===== config.mk =====
export PLATFORM = sky130hd
export DESIGN_NAME = complex_mult_master
export DESIGN_NICKNAME = d
export VERILOG_FILES = /design/src/rtl/complex_mult_master.sv
export SDC_FILE = /design/constraint.sdc
export NUM_CORES = 1
export LEC_CHECK = 0
export ABC_CLOCK_PERIOD_IN_PS = 7950
export BUFFER_PORTS_ARGS = -buffer_cell sky130_fd_sc_hd__buf_2
export CAP_MARGIN = 20
export CORE_AREA = 2 2 121 94
export DETAILED_ROUTE_END_ITERATION = 6
export DIE_AREA = 0 0 123 96
export PLACE_DENSITY = 0.86
export SYNTH_ARGS = -nofsm -noshare
export SYNTH_HDL_FRONTEND = slang
export SYNTH_SLANG_ARGS = --single-unit

===== constraint.sdc =====
create_clock -name clk -period 7.95 [get_ports clk]
set_input_delay 0.795 -clock clk [delete_from_list [all_inputs] [get_ports clk]]
set_output_delay 0.795 -clock clk [all_outputs]
set_load 0.01 [all_outputs]

===== src/rtl/complex_mult_master.sv =====
// complex_mult_master
//   Sequences a complex dot product through an external complex multiplier:
//   it takes one operand pair per upstream handshake and hands it to the
//   multiplier. It then waits for the product, sign-extends the product and
//   adds it into the running real/imaginary accumulators. After len pairs it
//   presents the sum downstream. At most one multiplier transaction is in
//   flight at any time.
//
// Parameters
//   CNT_W  width of the job length and the element counter
//   ACC_W  width of each signed accumulator component (>= 17)
//
// Configuration
//   COMPLEX_MULT_MASTER_SAT_EN  defined: each accumulate saturates per
//                               component; undefined: accumulate wraps
//                               modulo 2^ACC_W.
//
// Ports
//   clk, rstn (async, active-low), sw_rst (sync clear, same effect as rstn)
//   start, len                   job request, sampled only in IDLE
//   busy                         high whenever not IDLE
//   in_val/in_rdy, in_a_*/in_b_* upstream operand pair
//   mul_op_val/mul_op_rdy, mul_op_1_*/mul_op_2_*  operands to multiplier
//   mul_res_val/mul_res_rdy, mul_res_re/im        product from multiplier
//   acc_val/acc_rdy, acc_re/acc_im                final dot-product result
module complex_mult_master #(
  parameter int CNT_W = 4,
  parameter int ACC_W = 24
) (
  input  logic             clk,
  input  logic             rstn,
  input  logic             sw_rst,
  input  logic             start,
  input  logic [CNT_W-1:0] len,
  output logic             busy,
  input  logic             in_val,
  output logic             in_rdy,
  input  logic [7:0]       in_a_re,
  input  logic [7:0]       in_a_im,
  input  logic [7:0]       in_b_re,
  input  logic [7:0]       in_b_im,
  output logic             mul_op_val,
  input  logic             mul_op_rdy,
  output logic [7:0]       mul_op_1_re,
  output logic [7:0]       mul_op_1_im,
  output logic [7:0]       mul_op_2_re,
  output logic [7:0]       mul_op_2_im,
  input  logic             mul_res_val,
  output logic             mul_res_rdy,
  input  logic [15:0]      mul_res_re,
  input  logic [15:0]      mul_res_im,
  output logic             acc_val,
  input  logic             acc_rdy,
  output logic [ACC_W-1:0] acc_re,
  output logic [ACC_W-1:0] acc_im
);

  typedef enum logic [2:0] {
    S_IDLE,
    S_LOAD,
    S_ISSUE,
    S_WAIT,
    S_DONE
  } state_t;

  state_t           state;
  logic [CNT_W-1:0] len_q;
  logic [CNT_W-1:0] cnt;
  logic [CNT_W:0]   cnt_inc;
  logic [ACC_W-1:0] sum_re;
  logic [ACC_W-1:0] sum_im;

  // One extra bit keeps the compare exact when len is the maximum count.
  assign cnt_inc = {1'b0, cnt} + (CNT_W+1)'(1);

  // Add a 16-bit two's-complement product into an accumulator component.
  // The sum is formed one bit wider so overflow is visible as a mismatch of
  // the top two bits.
  function automatic logic [ACC_W-1:0] acc_add(input logic [ACC_W-1:0] a,
                                               input logic [15:0]      r);
    logic [ACC_W:0] s;
    s = {a[ACC_W-1], a} + {{(ACC_W-15){r[15]}}, r};
`ifdef COMPLEX_MULT_MASTER_SAT_EN
    if (s[ACC_W] != s[ACC_W-1])
      return s[ACC_W] ? {1'b1, {(ACC_W-1){1'b0}}} : {1'b0, {(ACC_W-1){1'b1}}};
    return s[ACC_W-1:0];
`else
    return s[ACC_W-1:0];
`endif
  endfunction

  always_comb begin
    sum_re = acc_add(acc_re, mul_res_re);
    sum_im = acc_add(acc_im, mul_res_im);
  end

  // Handshake outputs are registered and updated together with the state
  // so each one is high exactly while the FSM is in its state.
  always_ff @(posedge clk or negedge rstn) begin
    if (!rstn) begin
      state       <= S_IDLE;
      len_q       <= '0;
      cnt         <= '0;
      acc_re      <= '0;
      acc_im      <= '0;
      mul_op_1_re <= '0;
      mul_op_1_im <= '0;
      mul_op_2_re <= '0;
      mul_op_2_im <= '0;
      busy        <= 1'b0;
      in_rdy      <= 1'b0;
      mul_op_val  <= 1'b0;
      mul_res_rdy <= 1'b0;
      acc_val     <= 1'b0;
    end else if (sw_rst) begin
      state       <= S_IDLE;
      len_q       <= '0;
      cnt         <= '0;
      acc_re      <= '0;
      acc_im      <= '0;
      mul_op_1_re <= '0;
      mul_op_1_im <= '0;
      mul_op_2_re <= '0;
      mul_op_2_im <= '0;
      busy        <= 1'b0;
      in_rdy      <= 1'b0;
      mul_op_val  <= 1'b0;
      mul_res_rdy <= 1'b0;
      acc_val     <= 1'b0;
    end else begin
      case (state)
        S_IDLE: begin
          if (start) begin
            acc_re <= '0;
            acc_im <= '0;
            cnt    <= '0;
            len_q  <= len;
            busy   <= 1'b1;
            if (len == '0) begin
              state   <= S_DONE;
              acc_val <= 1'b1;
            end else begin
              state  <= S_LOAD;
              in_rdy <= 1'b1;
            end
          end
        end
        S_LOAD: begin
          if (in_val) begin
            mul_op_1_re <= in_a_re;
            mul_op_1_im <= in_a_im;
            mul_op_2_re <= in_b_re;
            mul_op_2_im <= in_b_im;
            in_rdy      <= 1'b0;
            mul_op_val  <= 1'b1;
            state       <= S_ISSUE;
          end
        end
        S_ISSUE: begin
          if (mul_op_rdy) begin
            mul_op_val  <= 1'b0;
            mul_res_rdy <= 1'b1;
            state       <= S_WAIT;
          end
        end
        S_WAIT: begin
          if (mul_res_val) begin
            acc_re      <= sum_re;
            acc_im      <= sum_im;
            cnt         <= cnt_inc[CNT_W-1:0];
            mul_res_rdy <= 1'b0;
            if (cnt_inc == {1'b0, len_q}) begin
              acc_val <= 1'b1;
              state   <= S_DONE;
            end else begin
              in_rdy <= 1'b1;
              state  <= S_LOAD;
            end
          end
        end
        S_DONE: begin
          if (acc_rdy) begin
            acc_val <= 1'b0;
            busy    <= 1'b0;
            state   <= S_IDLE;
          end
        end
        default: begin
          state       <= S_IDLE;
          busy        <= 1'b0;
          in_rdy      <= 1'b0;
          mul_op_val  <= 1'b0;
          mul_res_rdy <= 1'b0;
          acc_val     <= 1'b0;
        end
      endcase
    end
  end

endmodule


---- Yosys cells after proc, flatten, opt, wreduce, memory -nomap -nowiden ----
Index checks and enable logic that the tools add are counted.
operators by class
  add/sub/neg operators ................... 3
  multiply operators ...................... 0
  divide/modulo/power cells ............... 0
  order comparisons ....................... 0
  equal/unequal tests ..................... 19
  shift operators ......................... 0
  mux-type cells .......................... 60
  bitwise logic cells ..................... 0
  reduce and logical (&&, ||, !) cells .... 21
operator list
  cell                 count
  $mux 24              5
  $mux 8               12
  $pmux 24 s2          2
  $add 24x16->24       2
  $ne 3x3->1 const B   9
  $mux 3               8
  $mux 4               6
  $mux 1               20
  $pmux 3 s5           1
  $reduce_and 3->1     4
  $reduce_and 6->1     2
  $ne 2x1->1 const B   5
  $pmux 1 s3           3
  $reduce_or 3->1      3
  $pmux 1 s4           2
  $pmux 4 s2           1
  $reduce_bool 2->1    4
  $eq 3x2->1 const B   2
  $add 4x1->5 const B  1
  $eq 5x4->1           1
  $reduce_and 5->1     1
  $logic_not 4->1      1
  $reduce_and 2->1     2
  $reduce_or 2->1      2
  other kinds (4)      4
storage, ports and cells
  flip-flop bits (word level) ............. 96
  latch bits .............................. 0
  bits in writable memories ............... 0
  bits in read-only memories .............. 0
  bits of input ports ..................... 76
  memories ................................ 0

---- Longest topological paths before layout ----
  depth after elaboration ................. 6
  gate-level depth with buffers ........... 11

---- Worst setup path after synthesis ----
OpenSTA, ideal clock, no wires.
  kind .................................... input-to-reg
  start ................................... input mul_res_im[0]
  end ..................................... register acc_im[22]
  library setup time ...................... 0.110 ns
  arrival time ............................ 3.007 ns
  data required time ...................... 7.840 ns
  setup slack ............................. 4.833 ns
  stages on the path ...................... 11
  buffers on the path ..................... 0
  cell sequence ........................... ha_1 -> fa_1 -> a21o_1 -> a21o_4 -> a211oi_4 -> o31ai_4 -> a221oi_4 -> o31ai_2 -> a221oi_2 -> a221oi_2 -> o41ai_1
between the ends
  word-level cells in the longest chain between the ends .. 4
ends and longest elaborated chain
  item                  RTL line  source
  start, declared       51        input logic [15:0] mul_res_im,
  $add 24x16->24        82        s = {a[ACC_W-1], a} + {{(ACC_W-15){r[15]}}, r};
  $mux 24               167       if (mul_res_val) begin
  $pmux 24 s2           131       case (state)
  $mux 24               115       end else if (sw_rst) begin
  end signal, assigned  169       acc_im <= sum_im;
  end, declared         55        output logic [ACC_W-1:0] acc_im
No other way between the ends. The select of a mux whose other input is x is not followed.
A chain may end at the register's enable or synchronous reset.

---- Worst setup path after layout ----
Same ends and word-level chain as after synthesis.

==> flow_summary.yaml <==
run_status:
  outcome: "completed"
place:
  place_congestion: 0.970
  io_buffers: 160
  dpl.hpwl_mm: 11.5
cts:
  h-tree-depth: 3
  clk_path_buf_depth: 2
  cts.sink_count: 96
  cts_tree: "done"
  cts_setup_buffers: 0
  clkLatencyLatePin_ps: 340
  clk_pin_slew_worst_paths_ps: 70
  cts.hold.buffers_added: 0
  cts_buffers: 9
  cts_root_buf: "clkbuf_16"
  ctsResizeCount: 0
logic_synthesis:
  synth.area.top_cells: "dfrtp_1 (40%), ha_1 (9.7%), a22o_1 (6.4%)"
  syn_inst: 618
  synth_area_per_cell_sq_um: 9.77
  yosysTopAreaCell: "dfrtp_1"
  synth-main-ff-cell: "dfrtp_1"
  async_reset_ff_share_pct: 100
  synth_common_cells: "dfrtp_1 (96), nand2_1 (55), ha_1 (47)"
  ys_warn_count: 0
  synth_top_area_share_pct: 39.8
  ys_seq_area_share_pct: 39.8
  ys_ff_latch: 96
  synth_nets: 743
  syn_area_sq_um: 6040
  synth.most_common_cell: "dfrtp_1"
  ys_types: 65
  synth_edf_count: 0
global_routing:
  track_usage_pct: 27.0
  grt_pass1_wl_mm: 25.4
  grt_antenna_before_repair: 0
  grt_overflow_total: 0
  grt_max_degree: 68
  grt_pass1_vias: 5302
route:
  met2_length_mm: 8.12
  avgRoutedWirePerCell_um: 17.5
  wl_mm: 16.0
  dr.max_layer_used: "met4"
  drt_iter0_drc: 310
  first_pass_iters: 5
  antenna_left: 0
  num_vias: 5439
  drc: 0
  drt-met1-wl_mm: 6.78
  wl_met3_um: 705
  avgViaCountPerCell: 5.97
sta:
  fin_skew_ps: 9.56
  finalSetupTns_ps: 0
  max_freq_ghz: 0.314
  worst_pin_slew_ps: 839
  setup_viol: 0
  hold_viol: 0
  max-slew-margin-rel_pct: 44.1
  fin_crit_ps: 3180
  fin_crit_sh_pct: 40.0
  rsz0062_at_grt: "no"
  drv_slew: 0
die:
  fp.dieH_um: 96
  rows: 33
  coreArea_sq_um: 10700
  ios: 161
  initial_core_util_pct: 56.7
  dieArea_sq_um: 11800
  fp.dieW_um: 123
flow_run:
  drv_cap: 0
layout:
  fillCellCount: 843
  antenna_cells: 0
  multi_input_area_sq_um: 3480
  fin_nets: 891
  seq_area_sq_um: 2400
  synthToLayoutAreaGrowth_pct: 20.7
  drive_above_1_share_pct: 25.6
setup_path:
  crit_path_start_kind: "input pin"
  crit_path_max_fanout: 3
  worstPathRequired_ps: 8180
  worstPathArrival_ps: 3410
  worst-setup-path-type: "input pin to flip-flop"
  worstReg2RegEnd: "acc_im[22]"
  ff2ff_setup_slack_ps: 4910
  reg2reg_from: "acc_im[0]"
  endpoint_kind: "flip-flop"
  r2r_cells: 11
hold_path:
  hold_class: "input pin to async pin"
power_and_ir_drop:
  p_total_mw: 1.40
  power_density_nw_per_um2: 193
  ir_drop_uv: 157
  p_leak_nw: 3.92
[metrics by stage]
step	worst slack, ps	utilization, %	instances	instance area, sq um	hold WS, ps
6_report	4770	68.5	911	7290	378
5_1_grt	4600	68.5	911	7290	396
4_1_cts	4800	68.2	910	7260	386
3_5_place_dp	4460	65.4	894	6960	482
3_3_place_gp	4560	65.2	893	6950	454
2_1_floorplan	4830	-	618	6040	492
[registers in the layout, summed over array words and instances (netlist names)]
register	cells
in_rdy	1
mul_op_1_re	8
mul_op_2_im	8
cnt	4
acc_val	1
acc_im	24
acc_re	24
mul_op_val	1
mul_res_rdy	1
busy	1
mul_op_1_im	8
mul_op_2_re	8
len_q	4
state	3
[cell families after synthesis]
| group | synth area share, % |
|---|---|
| DFF | 39.8 |
| and+or+nand+nor | 11.4 |
| AOI/OAI and AO/OA | 27.8 |
| muxes | 1.51 |
| buffers and inverters | 2.84 |
| adders and majority gates | 10.4 |
| xor gates and xnor gates | 6.23 |
[worst max-delay path, stage by stage]
cell and delay [ps]:
buf_2 100, ha_1 230, fa_1 420, a21o_1 190, a21o_4 230, a211oi_4 290
o31ai_4 130, a221oi_4 320, o31ai_2 150, a221oi_2 340, a221oi_2 100, o41ai_1 100
[per-layer routing]
layer | up-vias | global-route usage [%]
li1 | 2587 | -
met5 | - | 0
met3 | 33 | 5.21
met1 | 2663 | 34.0
met4 | 0 | 9.85
met2 | 156 | 46.5
[power breakdown]
| part | total, mW | switching, mW | internal (mW) |
|---|---|---|---|
| sequential | 0.590 | 0.0513 | 0.539 |
| clock | 0.443 | 0.189 | 0.254 |
| combinational | 0.372 | 0.218 | 0.154 |
| total | 1.40 | 0.459 | 0.946 |
[layout by cell type (no fill, tap or decap), types with 8 or more instances in the layout]
cell	netlist	layout
ha_1	47	47
a22o_1	44	44
clkbuf_16	0	9
inv_1	16	16
nand2_1	55	55
nor2_1	37	36
a21o_1	26	26
xor2_1	23	23
mux2i_1	8	8
and3_1	8	8
xnor2_1	20	20
buf_2	2	159
o21ai_1	13	13
o21ai_0	37	37
a21oi_1	42	41
dfrtp_1	96	96
[worst max-delay path by stage]
stage / depth (start not counted) / endpoint / start
6_report: 12 / acc_im[22] / mul_res_im[0]
5_1_grt: 12 / acc_im[22] / mul_res_im[0]
4_1_cts: 12 / acc_im[22] / mul_res_im[0]
3_5_place_dp: 12 / acc_im[22] / mul_res_im[0]
3_3_place_gp: 12 / acc_im[22] / mul_res_im[0]
2_1_floorplan: 11 / acc_im[22] / mul_res_im[0]
[layout make-up]
cell class	count	share of cell area, %
Multi-Input combinational cell	477	47.7
Sequential cell	96	32.9
Timing Repair Buffer	166	12.0
Clock buffer	12	3.38
Tap cell	140	2.40
Inverter	16	0.824
Clock inverter	4	0.738
No activity file was read; power rests on OpenSTA's default activity.
